### src/rtl/fifo_reader_pkg.sv
// Shared definitions for the FIFO-to-serial reader: state type, default word
// width and the bit-index width helper.
package fifo_reader_pkg;

    localparam int unsigned DEFAULT_WIDTH = 2;

    typedef enum logic {
        IDLE  = 1'b0,
        SHIFT = 1'b1
    } state_t;

    function automatic int unsigned idx_width(input int unsigned w);
        return (w > 1) ? $clog2(w) : 1;
    endfunction

endpackage

### src/rtl/fifo_reader_if.sv
// Upstream FIFO pop port and downstream serial port of the reader.
interface fifo_reader_if
    import fifo_reader_pkg::*;
#(
    parameter int unsigned WIDTH = DEFAULT_WIDTH
);
    logic             fifo_busy;
    logic [WIDTH-1:0] fifo_rd_data;
    logic             fifo_rd_e;
    logic             ser_valid;
    logic             ser_data;
    logic             ser_last;
    logic             ser_ready;

    modport master (
        input  fifo_busy, fifo_rd_data, ser_ready,
        output fifo_rd_e, ser_valid, ser_data, ser_last
    );

    modport slave (
        output fifo_busy, fifo_rd_data, ser_ready,
        input  fifo_rd_e, ser_valid, ser_data, ser_last
    );
endinterface

### src/rtl/fifo_reader_piso_shift.sv
// Parallel-in serial-out shift register with bit index; load wins over shift.
module fifo_reader_piso_shift
    import fifo_reader_pkg::*;
#(
    parameter int unsigned WIDTH = DEFAULT_WIDTH
) (
    input  logic             clk,
    input  logic             rst,
    input  logic             load,
    input  logic             shift,
    input  logic [WIDTH-1:0] din,
    output logic             bit0,
    output logic             last
);
    localparam int unsigned IDX_W = idx_width(WIDTH);

    logic [WIDTH-1:0] sreg;
    logic [IDX_W-1:0] idx;

    always_ff @(posedge clk) begin
        if (rst) begin
            sreg <= '0;
            idx  <= '0;
        end else if (load) begin
            sreg <= din;
            idx  <= '0;
        end else if (shift) begin
            sreg <= sreg >> 1;
            idx  <= idx + IDX_W'(1);
        end
    end

    assign bit0 = sreg[0];
    assign last = (idx == IDX_W'(WIDTH - 1));

endmodule

### src/rtl/fifo_reader.sv
// Pops words from an upstream FIFO and streams them LSB first, refetching on
// the last bit so back-to-back words leave no gap on ser_valid.
module fifo_reader
    import fifo_reader_pkg::*;
#(
    parameter int unsigned WIDTH = DEFAULT_WIDTH,
    parameter int unsigned CNT_W = 8
) (
    input  logic             clk,
    input  logic             rst,
    input  logic             enable,
    fifo_reader_if.master    bus,
    output logic [CNT_W-1:0] word_count,
    output logic             idle
);
    state_t state, state_nxt;
    logic   fetch_ok;
    logic   xfer;
    logic   load;
    logic   shift;
    logic   count_inc;
    logic   bit0;
    logic   last;

    assign fetch_ok = enable && bus.fifo_busy && !rst;
    assign xfer     = (state == SHIFT) && bus.ser_ready && !rst;

    always_ff @(posedge clk) begin
        if (rst) begin
            state <= IDLE;
        end else begin
            state <= state_nxt;
        end
    end

    always_comb begin
        state_nxt     = state;
        bus.fifo_rd_e = 1'b0;
        load          = 1'b0;
        shift         = 1'b0;
        count_inc     = 1'b0;
        case (state)
            IDLE: begin
                if (fetch_ok) begin
                    bus.fifo_rd_e = 1'b1;
                    load          = 1'b1;
                    state_nxt     = SHIFT;
                end
            end
            SHIFT: begin
                if (xfer) begin
                    if (last) begin
                        count_inc = 1'b1;
                        // Refetch in the same cycle keeps ser_valid continuous
                        if (fetch_ok) begin
                            bus.fifo_rd_e = 1'b1;
                            load          = 1'b1;
                        end else begin
                            state_nxt = IDLE;
                        end
                    end else begin
                        shift = 1'b1;
                    end
                end
            end
            default: state_nxt = IDLE;
        endcase
    end

    always_ff @(posedge clk) begin
        if (rst) begin
            word_count <= '0;
        end else if (count_inc) begin
            word_count <= word_count + CNT_W'(1);
        end
    end

    fifo_reader_piso_shift #(.WIDTH(WIDTH)) u_piso (
        .clk   (clk),
        .rst   (rst),
        .load  (load),
        .shift (shift),
        .din   (bus.fifo_rd_data),
        .bit0  (bit0),
        .last  (last)
    );

    // Outputs are forced quiet during reset even if state has not yet cleared
    assign bus.ser_valid = (state == SHIFT) && !rst;
    assign bus.ser_data  = bus.ser_valid && bit0;
    assign bus.ser_last  = bus.ser_valid && last;
    assign idle          = (state == IDLE) || rst;

endmodule

### src/flat_wrapper.sv
// flat-port wrapper written by rule: the top's interface ports become plain ports
module fifo_reader_flat import fifo_reader_pkg::*;
#(
    parameter int unsigned WIDTH = DEFAULT_WIDTH,
    parameter int unsigned CNT_W = 8
)
  (clk, rst, enable, word_count, idle, bus_fifo_busy, bus_fifo_rd_data, bus_ser_ready, bus_fifo_rd_e, bus_ser_valid, bus_ser_data, bus_ser_last);
  fifo_reader_if #(.WIDTH(WIDTH)) bus_i ();
  input  logic clk;
  input  logic rst;
  input  logic enable;
  output logic [CNT_W-1:0] word_count;
  output logic idle;
  input wire logic [$bits(bus_i.fifo_busy)-1:0] bus_fifo_busy;
  input wire logic [$bits(bus_i.fifo_rd_data)-1:0] bus_fifo_rd_data;
  input wire logic [$bits(bus_i.ser_ready)-1:0] bus_ser_ready;
  output wire logic [$bits(bus_i.fifo_rd_e)-1:0] bus_fifo_rd_e;
  output wire logic [$bits(bus_i.ser_valid)-1:0] bus_ser_valid;
  output wire logic [$bits(bus_i.ser_data)-1:0] bus_ser_data;
  output wire logic [$bits(bus_i.ser_last)-1:0] bus_ser_last;
  assign bus_i.fifo_busy = bus_fifo_busy;
  assign bus_i.fifo_rd_data = bus_fifo_rd_data;
  assign bus_i.ser_ready = bus_ser_ready;
  assign bus_fifo_rd_e = bus_i.fifo_rd_e;
  assign bus_ser_valid = bus_i.ser_valid;
  assign bus_ser_data = bus_i.ser_data;
  assign bus_ser_last = bus_i.ser_last;
  fifo_reader #(.WIDTH(WIDTH), .CNT_W(CNT_W)) u_core (.clk(clk), .rst(rst), .enable(enable), .bus(bus_i), .word_count(word_count), .idle(idle));
endmodule
### config.mk
export PLATFORM = sky130hd
export DESIGN_NAME = fifo_reader_flat
export DESIGN_NICKNAME = d
export VERILOG_FILES = /design/src/rtl/fifo_reader_pkg.sv /design/src/rtl/fifo_reader_if.sv /design/src/rtl/fifo_reader_piso_shift.sv /design/src/rtl/fifo_reader.sv /design/src/flat_wrapper.sv
export SDC_FILE = /design/constraint.sdc
export NUM_CORES = 1
export LEC_CHECK = 0
export CELL_PAD_IN_SITES_DETAIL_PLACEMENT = 1
export CELL_PAD_IN_SITES_GLOBAL_PLACEMENT = 1
export CORE_UTILIZATION = 25
export CTS_CLUSTER_SIZE = 8
export DETAILED_ROUTE_END_ITERATION = 7
export GPL_TIMING_DRIVEN = 0
export PLACE_DENSITY_LB_ADDON = 0.1
export SYNTH_ARGS = -nofsm -noshare
export SYNTH_HDL_FRONTEND = slang
export SYNTH_HIERARCHICAL = 1
export SYNTH_SLANG_ARGS = --single-unit
### constraint.sdc
create_clock -name clk -period 1.94 [get_ports clk]
set_clock_uncertainty 0.05 [all_clocks]
set_input_delay 0.388 -clock clk [delete_from_list [all_inputs] [get_ports clk]]
set_output_delay 0.388 -clock clk [all_outputs]
set_load 0.01 [all_outputs]
* Yosys cells after proc, flatten, opt, wreduce, memory -nomap -nowiden
Index checks and enable logic that the tools add are counted.
** Storage, ports and cells
- Flip-flop bits (word level) :: 12
- Latch bits :: 0
- Bits in writable memories :: 0
- Bits in read-only memories :: 0
- Bits of input ports :: 7
- Output and inout port bits :: 13
- Word-level logic and storage cells :: 33
- Memories :: 0
** Operators by class
- Add/sub/neg operators :: 2
- Multiply operators :: 0
- Divide/modulo/power cells :: 0
- $lt $le $gt $ge :: 0
- Equal/unequal tests :: 0
- Shifts and indexed selects :: 0
- Muxes and demuxes :: 15
- Bitwise logic cells :: 1
- Reductions and logical operators :: 11
** Operators by type and width (number)
- $mux 1 :: 11
- $add 8x1->8 const B :: 1
- $logic_and 1x1->1 :: 7
- $mux 2 :: 2
- $pmux 1 s2 :: 2
- $reduce_bool 2->1 :: 1
- $reduce_or 2->1 :: 1
- $add 1x1->1 const B :: 1
- $logic_not 1->1 :: 1
- $logic_or 1x1->1 :: 1
- $not 1->1 :: 1

* Longest topological paths before layout
Gate-level depths: netlist (run 1).
- Depth in word-level cells :: 7
- Mapped depth :: 5
- Gate-level depth less buffers :: 4

* Hierarchy
Netlist (run 1), hierarchy kept.
** By module, submodules not included
- fifo_reader :: instances 1, cells an instance 51, area each 445.4 µm², sequential area each 180.2 µm²
- fifo_reader_piso_shift :: instances 1, cells an instance 12, area each 118.9 µm², sequential area each 60.1 µm²

* Worst setup path after synthesis (run 1)
Ideal clock, no wire load.
- Path type :: input-to-output
- Start point :: input rst
- End point :: output bus_fifo_rd_e
- Arrival :: 1.344 ns
- Required time :: 1.502 ns
- Slack :: 0.158 ns
- Stages :: 3
- Path buffers :: 1
- Path through :: nand4b_4 buf_2 a211oi_1
** Between the ends
- Longest elaborated chain between the ends :: 6
- Elaborated cells between the ends (all ways) :: 7
- Those cells by class :: mux: 4; reduce/logical: 3
** RTL lines
- start: declaration :: line flat_wrapper.sv:10 : input logic rst;
- $logic_not 1->1 (*) :: line fifo_reader.sv:25, fifo_reader.sv:26
- $logic_and 1x1->1 :: line fifo_reader.sv:25 : assign fetch_ok = enable && bus.fifo_busy && !rst;
- $mux 1 :: line fifo_reader.sv:44, fifo_reader.sv:55
- $mux 1 :: line fifo_reader.sv:52 : if (last) begin
- $mux 1 :: line fifo_reader.sv:51 : if (xfer) begin
- $pmux 1 s2 (*) :: line fifo_reader.sv:42 : case (state)
- end: declaration :: line flat_wrapper.sv:17 : output wire logic [$bits(bus_i.fifo_rd_e)-1:0] bus_fifo_rd_e;
Mark *: on every way between the ends. The rest lies on a longest branch, timed or not.

* Final worst setup path (run 1)
- Start point :: input bus_ser_ready
- End point :: output bus_fifo_rd_e
** Between the ends
- Longest elaborated chain between the ends :: 4
** RTL lines
- start: declaration :: line flat_wrapper.sv:16 : input wire logic [$bits(bus_i.ser_ready)-1:0] bus_ser_ready;
- $logic_and 1x1->1 (2 in a row) :: line fifo_reader.sv:26 : assign xfer = (state == SHIFT) && bus.ser_ready && !rst;
- $mux 1 :: line fifo_reader.sv:51
- $pmux 1 s2 :: line fifo_reader.sv:42
No other way between the ends.

==> results of run 1 <==
per-layer routing:
metal | up-vias | share of wire [%]
met5 | - | 0
met4 | 0 | 0
met3 | 0 | 4.6
met2 | 12 | 45
met1 | 255 | 50
li1 | 277 | -
registers in the layout, summed over array words and instances (netlist names):
| signal | count |
|---|---|
| u_core/state | 1 |
| u_core/u_piso/last | 1 |
| u_core/u_piso/sreg | 2 |
| u_core/word_count | 8 |
power by group:
part           leakage [nW]  switching [mW]  total [mW]  internal [mW]
logic                 0.204          0.0189      0.0419         0.0230
clock network        0.0210          0.0880       0.202          0.114
registers            0.0977         0.00495       0.255          0.250
worst max-delay path: cells and delay by family:
family / cells / cell delay, ns
buffers and inverters: 2 / 0.69
AOI/OAI and AO/OA: 1 / 0.24
and+or+nand+nor: 1 / 0.13
layout make-up:
class,instances,area share [%]
inverter,3,1.325
sequential,12,28.72
multi-input combinational,46,37.26
tap,27,3.976
clock buffer,4,4.271
buffer,1,0.4418
timing repair buffer,22,24.01
kinds of logic (layout without fill, tap and decap cells):
logic type,Yosys count,count (layout)
multiplexers,3,3
XOR/XNOR,2,2
buffers and inverters,5,30
adder cells (fa/ha/maj),1,1
AO/OA/AOI/OAI,14,14
flip-flops,12,12
AND/OR/NAND/NOR,26,26
layout by cell type (no fill, tap or decap), types with 2 or more instances in the layout:
master	netlist	routed
clkdlybuf4s50_1	0	13
dfxtp_1	12	11
a21oi_1	7	7
nand2_1	5	5
dlygate4sd2_1	0	4
clkbuf_4	0	3
buf_4	0	3
inv_1	3	3
nor2_1	3	3
nand3_1	3	3
o21ai_0	3	3
or3_1	3	3
and2_1	2	2
mux2i_1	2	2
nor2b_1	2	2
or4_1	2	2
o31ai_1	2	2
worst min-delay path by stage:
| stage | startpoint | end | cells past startpoint |
|---|---|---|---|
| 4_1_cts | rst | u_core/u_piso/sreg[1]$_SDFFE_PP0P_ | 2 |
| 3_3_place_gp | u_core/word_count[4]$_SDFFE_PP0P_ | u_core/word_count[4]$_SDFFE_PP0P_ | 2 |
| 2_1_floorplan | rst | u_core/u_piso/sreg[1]$_SDFFE_PP0P_ | 1 |
| 3_5_place_dp | u_core/word_count[6]$_SDFFE_PP0P_ | u_core/word_count[6]$_SDFFE_PP0P_ | 2 |
| 5_1_grt | rst | u_core/u_piso/sreg[1]$_SDFFE_PP0P_ | 2 |
| 6_report | rst | u_core/u_piso/sreg[1]$_SDFFE_PP0P_ | 2 |
what timing repair did:
item                                    4_1_cts  5_1_grt
gates resized for setup                      15        0
hold buffers                                  0        0
setup buffers                                 3        0
endpoints found under the setup margin        8        0
==> metrics.txt, run 1 <==
outcome=complete, no violations; final hold vios=0; area post-placement=788.3 µm²; cell area after layout=between 800 and 900 µm²; fmax=about 530 MHz; Post-Place Worst Slack=-1.202 ns; largest family of logic cells by synthesized area=simple AND/OR/NAND/NOR gates; Netlist Area Pre-Place=~560 µm²; DRC=0; vias in the first global route=approximately 520; slowest stage delay, CP=0.52 ns; RSZ-0062 raised after global routing=false; worst hold path type=in -> reg; total power=about 500 µW; dpl cells=109; Mapped Cells=63; Crit Path Class=in -> out; Clk Latency, worst-skew pair=approximately 0.28 ns; Core Rows=16; total number of vias=544; GR peak layer=met2; simple logic cell fraction of the synthesized area=just under 30%; clock transition at the registers of the reported paths=0.08 ns; layout net count=97; clock sinks=12; post-synthesis sequential area ratio=a little over two fifths; worst-case vdd ir drop=around 430 µV; die area=between 0.002 and 0.0025 mm²; Most used DFF post-synth=dfxtp_1; core area=roughly 0.0020 mm²; die width=49.51 µm; vias per inst=4.730; end of the worst register-to-register path=u_core/u_piso/sreg[0]$_SDFFE_PP0P_; largest net degree at the start of global routing=15; I/O pins=20; TritonCTS buffer count=3; final setup vio count=0; met2 GRT Util=between 20% and 30%; post-synthesis compound-gate area fraction=between 10% and 20%; PwrDens=between 500 and 600 mW/mm²; CP required=~1.5 ns; Yosys reg bits=12; fin. max-slew vios=0; xor-xnor portion of the synthesized cell area=3.104%; crit-path cells=clkdlybuf4s50_1 > nand4b_4 > a211oi_4 > buf_2; initial DRC count=6; port bufs=19; P_leak=about 0.32 nW; die height=49.51 µm; Avg Synthesized Cell Area=about 9 µm²; routed len/inst=around 12 µm; global-route wire length before repair=~2400 µm; actual slew at the worst max-slew pin=about 0.57 ns; met1 Resource Use GR=about 17%; CTS tree=done; top cell type's share of synthesized area=about 43%; met3 global-route usage=under 10%; layout cells sized above 1=between 10 and 15%; Ys Warns=6; Final ANT Viol Nets=0; Area growth, synth to finish=50.55%; Yosys cell types=26; GPL Wtd Cong=around 0.7; first-pass detailed-route iteration total=3; total gr overflow=0; Worst Setup EP=bus_fifo_rd_e; setup TNS=0 ns; Reg2Reg Setup Slack=~0.23 ns; crit path max fanout=2; Commonest cells post-synth=12 x dfxtp_1, 7 x a21oi_1, 5 x nand2_1; initial antenna violation count=0; relative slew slack=61.72%; antenna cells=0; Post-synth EDFFs=0; fin util=a little over two fifths; Mapped Nets=71; Final min period=1.888 ns; number of non-filler instances in the completed layout=115; max_cap viols=0; final WL=roughly 1400 µm; async set or reset register ratio after synthesis=0%; PnR worst setup slack=roughly 0.052 ns; Crit. End Element=primary output; Multi-input gate area=316.6 µm²; most frequent cell after synthesis=dfxtp_1; Final Cycle Share=97.31%; cells taking the most area after synthesis=dfxtp_1 43%, a21oi_1 6.2%, nand4b_4 4.2%, mux2i_1 3.5%, nand2_1 3.3%; post-synth top area cell=dfxtp_1; Worst path slowest cell=clkdlybuf4s50_1; Synth Area in Adders=under 10%; R2R depth=5; post-synthesis mux area share=under 10%; maximum clock insertion buffer count=2; H-Tree Depth=1; fill count=~260; hold slack final=0.4175 ns; Worst Setup SP=bus_ser_ready; WP data arrival=around 1.5 ns; Seq. cell area=about 240 µm²; clk root buf=clkbuf_4; Initial Util=27.63%; RR Startpoint=u_core/state$_SDFF_PP0_; Startpoint Class=primary input; GR Util All Layers=a little over an eighth
(Power assumes the default switching activity.)
==> run 2, diff against run 1 <==
Settings changed: MAX_ROUTING_LAYER set to met4.
==> metrics.txt, run 2 (synthesis results as in run 1) <==
met2 GRT Util=20.09% (unchanged); Endpoint, Worst Hold=u_core/u_piso/sreg[1]$_SDFFE_PP0P_; vias per inst=4.757 (+0.55%); Multi-input gate area=316.6 µm² (unchanged); met1 Resource Use GR=16.79% (unchanged); antenna cells=0 (unchanged); fmax=527.7 MHz (-0.39%); PnR worst setup slack=0.04480 ns (-0.007462 ns); routed len/inst=12.47 µm (-0.21%); H-Tree Depth=1 (unchanged); outcome=complete, no violations; hold slack final=0.4172 ns (-0.0003090 ns); global-route wire length before repair=2387 µm (unchanged); vias in the first global route=519 (-0.95%); die width=49.51 µm (unchanged); clock sinks=12 (unchanged); Core Rows=16 (unchanged); core area=0.002042 mm² (unchanged); Final Cycle Share=97.69% (+0.38 points); commonest non-fill, non-tap cell in the layout=clkdlybuf4s50_1; P_leak=0.3232 nW (unchanged); Largest regs=u_core/word_count: 8 flops, u_core/u_piso/sreg: 2 flops; Reg2Reg Setup Slack=0.23 ns (about the same); max reg flops=8 (unchanged); dpl cells=109 (unchanged); die height=49.51 µm (unchanged); CP required=1.50 ns (about the same); RR Startpoint=u_core/state$_SDFF_PP0_; GR Util All Layers=13.40% (+0.36 points); Clk Latency, worst-skew pair=0.27 ns (about the same); port bufs=19 (unchanged); Final ANT Viol Nets=0 (unchanged); end of the worst register-to-register path=u_core/u_piso/sreg[0]$_SDFFE_PP0P_; maximum clock insertion buffer count=2 (unchanged); crit-path cells=clkdlybuf4s50_1 > nand4b_4 > a211oi_4 > buf_2; Post-Place Worst Slack=-1.202 ns (unchanged); relative slew slack=61.71% (about the same); Hold Crit Start=rst; fin util=41.61% (unchanged); die area=0.002451 mm² (unchanged); initial antenna violation count=0 (unchanged); total number of vias=547 (+0.55%); commonest cells after routing, fill and taps aside=13 x clkdlybuf4s50_1, 11 x dfxtp_1, 7 x a21oi_1; max_cap viols=0 (unchanged); Worst path slowest cell=clkdlybuf4s50_1; first-pass detailed-route iteration total=3 (unchanged); crit path max fanout=2 (unchanged); Crit Path Class=in -> out; layout cells sized above 1=14.77% (unchanged); met3 global-route usage=5.556% (unchanged); Final min period=1.895 ns (+0.007462 ns); total gr overflow=0 (unchanged); fin. max-slew vios=0 (unchanged); DRC=0 (unchanged); final WL=1434 µm (-0.21%); final setup vio count=0 (unchanged); setup TNS=0 ns (unchanged); hold buffer count at CTS=0 (unchanged); Seq. cell area=244.0 µm² (unchanged); GR peak layer=met2; largest net degree at the start of global routing=15 (unchanged); worst hold path type=in -> reg; fill count=263 (unchanged); WP data arrival=1.46 ns (about the same); I/O pins=20 (unchanged); Crit. End Element=primary output; number of non-filler instances in the completed layout=115 (unchanged); TritonCTS buffer count=3 (unchanged); clock transition at the registers of the reported paths=0.08 ns (about the same); Initial Util=27.63% (unchanged); GPL Wtd Cong=0.7209 (+1.2%); hold depth=2 (unchanged); layout net count=97 (unchanged); R2R depth=5 (unchanged); clk root buf=clkbuf_4; most flop-heavy register=u_core/word_count; CTS tree=done; Startpoint Class=primary input; final hold vios=0 (unchanged); worst-case vdd ir drop=424.7 µV (-0.26%); RSZ-0062 raised after global routing=false; PwrDens=586.1 mW/mm² (-0.13%); actual slew at the worst max-slew pin=0.5743 ns (+0.00007683 ns); initial DRC count=4 (-2); Area growth, synth to finish=50.55% (unchanged); slowest stage delay, CP=0.52 ns (about the same)
-- run 2: worst max-delay path by stage --
stage,endpoint,depth (start not counted),slack [ns],start
after floorplan,bus_fifo_rd_e,3,0.16,rst
after global placement,bus_fifo_rd_e,5,-1.22,rst
after detailed placement,bus_fifo_rd_e,5,-1.20,rst
after CTS,bus_fifo_rd_e,4,0.04,bus_ser_ready
after global routing,bus_fifo_rd_e,4,0.009,bus_ser_ready
final,bus_fifo_rd_e,4,0.04,bus_ser_ready
-- run 2: per-layer routing --
metal / up-vias / part of all wire (%)
met5: - / 0
li1: 277 / -
met4: 0 / 0.56
met3: 2 / 4.5
met2: 12 / 45
met1: 256 / 50
-- run 2: worst max-delay path, delay by kind of cell --
| kind | cells | cell delay, ns |
|---|---|---|
| buffers and inverters | 2 | 0.69 |
| AO/OA/AOI/OAI | 1 | 0.24 |
| AND/OR/NAND/NOR | 1 | 0.13 |
-- run 2: area by class of cell --
class,instances,share of cell area (%)
buffer,1,0.4418
clock buffer,4,4.271
inverter,3,1.325
multi-input combinational,46,37.26
sequential,12,28.72
tap,27,3.976
timing repair buffer,22,24.01
-- run 2: power by group --
| group | switching, mW | internal, mW |
|---|---|---|
| sequential | 0.00494 | 0.250 |
| clock | 0.0874 | 0.114 |
| combinational | 0.0189 | 0.0230 |
-- run 2: stage by stage --
step | cell area, µm² | total power [mW]
finish | 849.6 | 0.4979
global route | 849.6 | 0.5261
floorplan | 564.3 | 0.2749
CTS | 849.6 | 0.5082
detailed placement | 788.3 | 0.2999
global placement | 788.3 | 0.2991
-- run 2: repair_timing --
item	4_1_cts	5_1_grt
setup endpoints to repair	8	0
buffers inserted	3	0
gates resized for setup	15	0
